[config.mk]
export PLATFORM = sky130hd
export DESIGN_NAME = fetch_unit
export DESIGN_NICKNAME = d
export VERILOG_FILES = /design/src/rtl/fetch_unit.sv
export SDC_FILE = /design/constraint.sdc
export NUM_CORES = 1
export LEC_CHECK = 0
export CAP_MARGIN = 10
export CORE_AREA = 2 2 204 206
export DETAILED_ROUTE_END_ITERATION = 8
export DIE_AREA = 0 0 206 208
export PLACE_DENSITY_LB_ADDON = 0.12
export SETUP_SLACK_MARGIN = 0.2
export SLEW_MARGIN = 5
export SYNTH_ARGS = -nofsm -noshare
export SYNTH_HDL_FRONTEND = slang
export SYNTH_SLANG_ARGS = --single-unit
[constraint.sdc]
create_clock -name clk -period 6.4 [get_ports clk]
set_clock_uncertainty 0.1 [all_clocks]
set_input_delay 1.28 -clock clk [delete_from_list [all_inputs] [get_ports clk]]
set_output_delay 1.28 -clock clk [all_outputs]
set_load 0.05 [all_outputs]
[src/rtl/fetch_unit.sv]
// Instruction fetch front end: owns the PC, issues one imem read per cycle while
// FIFO credit allows, buffers {pc, instr} pairs and hands them to decode.
module fetch_unit #(
  parameter int              PC_W     = 64,
  parameter int              INSTR_W  = 32,
  parameter int              DEPTH    = 4,
  parameter logic [PC_W-1:0] RESET_PC = '0
) (
  input  logic               clk,
  input  logic               reset,
  output logic               imem_req,
  output logic [PC_W-1:0]    imem_addr,
  input  logic [INSTR_W-1:0] imem_rdata,
  input  logic               redirect_valid,
  input  logic [PC_W-1:0]    redirect_pc,
  output logic               dec_valid,
  output logic [INSTR_W-1:0] dec_instr,
  output logic [PC_W-1:0]    dec_pc,
  input  logic               dec_ready
);

  localparam int AW = $clog2(DEPTH);
  localparam int CW = AW + 1;
  localparam logic [CW:0] DEPTH_C = (CW+1)'(DEPTH);

  logic [PC_W-1:0]    pc;
  logic [PC_W-1:0]    inflight_pc;
  logic               inflight;
  logic               kill;
  logic               redirect_d;
  logic [AW-1:0]      rd_ptr;
  logic [AW-1:0]      wr_ptr;
  logic [CW-1:0]      count;
  logic [PC_W-1:0]    pc_mem    [DEPTH];
  logic [INSTR_W-1:0] instr_mem [DEPTH];
  logic [CW:0]        used;
  logic               push;
  logic               pop;

  // Credit counts the in-flight read so a response always has a slot waiting.
  assign used      = {1'b0, count} + {{CW{1'b0}}, inflight};
  assign imem_req  = !reset && !redirect_valid && !redirect_d && (used < DEPTH_C);
  assign imem_addr = pc;
  assign dec_valid = (count != '0);
  assign dec_instr = instr_mem[rd_ptr];
  assign dec_pc    = pc_mem[rd_ptr];
  assign push      = inflight && !kill;
  assign pop       = dec_valid && dec_ready;

  always_ff @(posedge clk) begin
    if (reset) begin
      pc          <= RESET_PC;
      inflight_pc <= '0;
      inflight    <= 1'b0;
      kill        <= 1'b0;
      redirect_d  <= 1'b0;
      rd_ptr      <= '0;
      wr_ptr      <= '0;
      count       <= '0;
      for (int i = 0; i < DEPTH; i++) begin
        pc_mem[i]    <= '0;
        instr_mem[i] <= '0;
      end
    end else begin
      redirect_d <= redirect_valid;
      kill       <= redirect_valid;
      inflight   <= imem_req;
      if (imem_req)
        inflight_pc <= pc;
      // Redirect wins over push and pop; the response landing now is dropped.
      if (redirect_valid) begin
        pc     <= {redirect_pc[PC_W-1:2], 2'b00};
        rd_ptr <= '0;
        wr_ptr <= '0;
        count  <= '0;
      end else begin
        if (imem_req)
          pc <= pc + PC_W'(4);
        if (push) begin
          pc_mem[wr_ptr]    <= inflight_pc;
          instr_mem[wr_ptr] <= imem_rdata;
          wr_ptr            <= wr_ptr + AW'(1);
        end
        if (pop)
          rd_ptr <= rd_ptr + AW'(1);
        if (push && !pop)
          count <= count + CW'(1);
        else if (!push && pop)
          count <= count - CW'(1);
      end
    end
  end

endmodule
==> metrics.txt <==
status finished clean; sequential area share after synthesis 0.623; vias per cell 6.04; Clock Power Share 0.409; Slowest cell on crit path dfxtp_4; LEAKAGE 9.72 nW; crit end category output pin; Finished Core Util 0.672; Slew @ Worst Pin 1170 ps; register bit total from synthesis 511; total power divided by cell area 281 nW/um^2; final count of negative-setup-slack endpoints 0; Synth Instances 1747; max_cap viols 0; final instance area 27300 um^2; Starting Density 0.554; setup bufs post-CTS 0; WP buf/inv 2; Die H 208 um; Worst-Skew Late Latency 590 ps; Detail Route Antenna Nets 0; Core Area 40600 um^2; Hold Path Class reg2reg; CTS tree done; first-pass GRT wire length 91700 um; Synth area leaders edfxtp_1, dfxtp_1, mux4_2; total gr overflow 0; wirelength, routed 60800 um; CTS buffer count 51; CP required 5020 ps; setup TNS 0 ps; site row count 74; CP Data Arrival Time 3340 ps; area fraction of the dominant cell type after synthesis 0.503; Synth Warn # 0; ys flop type edfxtp_1; clk buf depth 3; Reg clk slew, reported paths 60 ps; initial antenna violation count 1; DRC violations left 0; via count 15.3k; H-tree Lvls 2; minimum clock period after layout 4720 ps; Flop pwr share 0.492; total global-route track usage 0.286; startpoint type of the worst setup path flop; post-DP HPWL 34700 um; # clock sinks 511; VDD IR max 0.183 mV; vias in the first global route 15.4k; Ports 262; Post-Syn Area 22500 um^2; EDFF count, synth 376; final worst setup slack 1680 ps; ratio of cells with drive above 1 in the final layout 0.117; drt initial violations 1158; full die area 42800 um^2; Critical Path Fanout Max 36; max incr delay on CP 840 ps; combinational share of power 0.099; die width 206 um; Routed WL per cell 24.1 um; post-cts repair resize count 0; gpl congestion 0.815; asr flop ratio synth 0; DP Area 25500 um^2; pre-CTS setup slack 2110 ps; Pre-antenna DRT Iters 5; total power 7.66 mW; final hold violations 0; Clock Root Buffer clkbuf_16; Commonest cells post-synth edfxtp_1, and2_1, nand2_1, dfxtp_1, clkbuf_1; Switching Share 0.243; worst reg2reg setup slack 2920 ps; crit-path leading delay family buffers and inverters; RSZ-0062 raised after global routing false; count of pins over their slew limit 0; syn_area_per_cell 12.9 um^2; Int Pwr 5.80 mW; final net count 2053; critical path start-end classification reg2out; Cell variety after synth 58; Area Overhead vs Synth 21.4%; Final period util 0.737; Net Sw Power 1.86 mW; largest net degree at the start of global routing 95; fmax 212 MHz; PortBufs 255; CTS Hold Bufs 0; cell breakdown of the critical path buf_4 > mux4_2 > clkdlybuf4s50_1; max_slew headroom 0.213; area leader, netlist edfxtp_1; count leader, synth edfxtp_1
-- per-stage QoR --
stage                     instances  hold WS (ps)
after detailed placement       2429           376
final                          2525           383
after floorplan                1750           357
after global routing           2525           409
after CTS                      2524           385
after global placement         2429           367
-- worst paths after layout --
kind / startpoint / endpoint / depth (start not counted)
max reg2reg: imem_addr[2]$_SDFFE_PP0P_ / imem_addr[38]$_SDFFE_PP0P_ / 7
min: inflight_pc[54]$_SDFFE_PP0P_ / inflight_pc[54]$_SDFFE_PP0P_ / 2
min reg2reg: inflight_pc[54]$_SDFFE_PP0P_ / inflight_pc[54]$_SDFFE_PP0P_ / 2
max: flop / dec_pc[23] / 3
-- placed cells by master, fill, tap and decap left out, types with 53 or more instances in the layout --
| cell type | count |
|---|---|
| and3_1 | 105 |
| edfxtp_1 | 376 |
| clkbuf_16 | 53 |
| nand2_1 | 180 |
| nor2_1 | 59 |
| clkdlybuf4s50_1 | 252 |
| a21oi_1 | 86 |
| mux4_2 | 94 |
| dfxtp_1 | 133 |
| and2_1 | 288 |
-- worst min-delay path, cell delays in order, from the launching register on --
cell     delay (ps)
dfxtp_1         330
nand2_1          60
a21oi_1          50
-- layer usage --
metal	vias up	GRT usage	share of wire	wire (um)
met4	0	0.0973	0.030	1840
met2	640	0.475	0.49	30000
li1	6878	-	-	-
met5	-	0	0	0
met1	7621	0.383	0.39	24000
met3	123	0.0475	0.081	4950
-- final cells by class --
cell class | count | area (um^2)
flip-flops and latches | 511 | 14000
fillers | 3012 | 13300
multi-input cells | 1090 | 7960
repair buffers | 282 | 2820
clock buffers | 68 | 1440
well taps | 532 | 666
clock inverters | 27 | 315
inverters | 14 | 52.6
diodes | 1 | 2.50
-- kinds of logic after synthesis --
| logic type | synth area share |
|---|---|
| AND/OR/NAND/NOR | 0.193 |
| flip-flops | 0.623 |
| AO/OA/AOI/OAI | 0.0490 |
| buffers and inverters | 0.0259 |
| multiplexers | 0.0962 |
| XOR/XNOR | 0.0109 |
| adder cells (fa/ha/maj) | 0.00201 |
| other | 0.000167 |
-- power groups by stage --
stage                     logic (mW)  clock network, mW  registers, mW
final                          0.759               3.13           3.77
after global routing           0.794               3.30           3.78
after CTS                      0.762               3.16           3.77
after detailed placement       0.759                  0           3.84
after global placement         0.754                  0           3.83
after floorplan                0.377                  0           3.89
-- sequential cells by signal, indices dropped and copies added, names as in the netlist, named ones only --
| signal | flops |
|---|---|
| imem_addr | 62 |
| rd_ptr | 2 |
| inflight | 1 |
| pc_mem | 248 |
| count | 3 |
| redirect_d | 1 |
| wr_ptr | 2 |
| instr_mem | 128 |
| inflight_pc | 62 |
No activity file was read; power rests on OpenSTA's default activity.
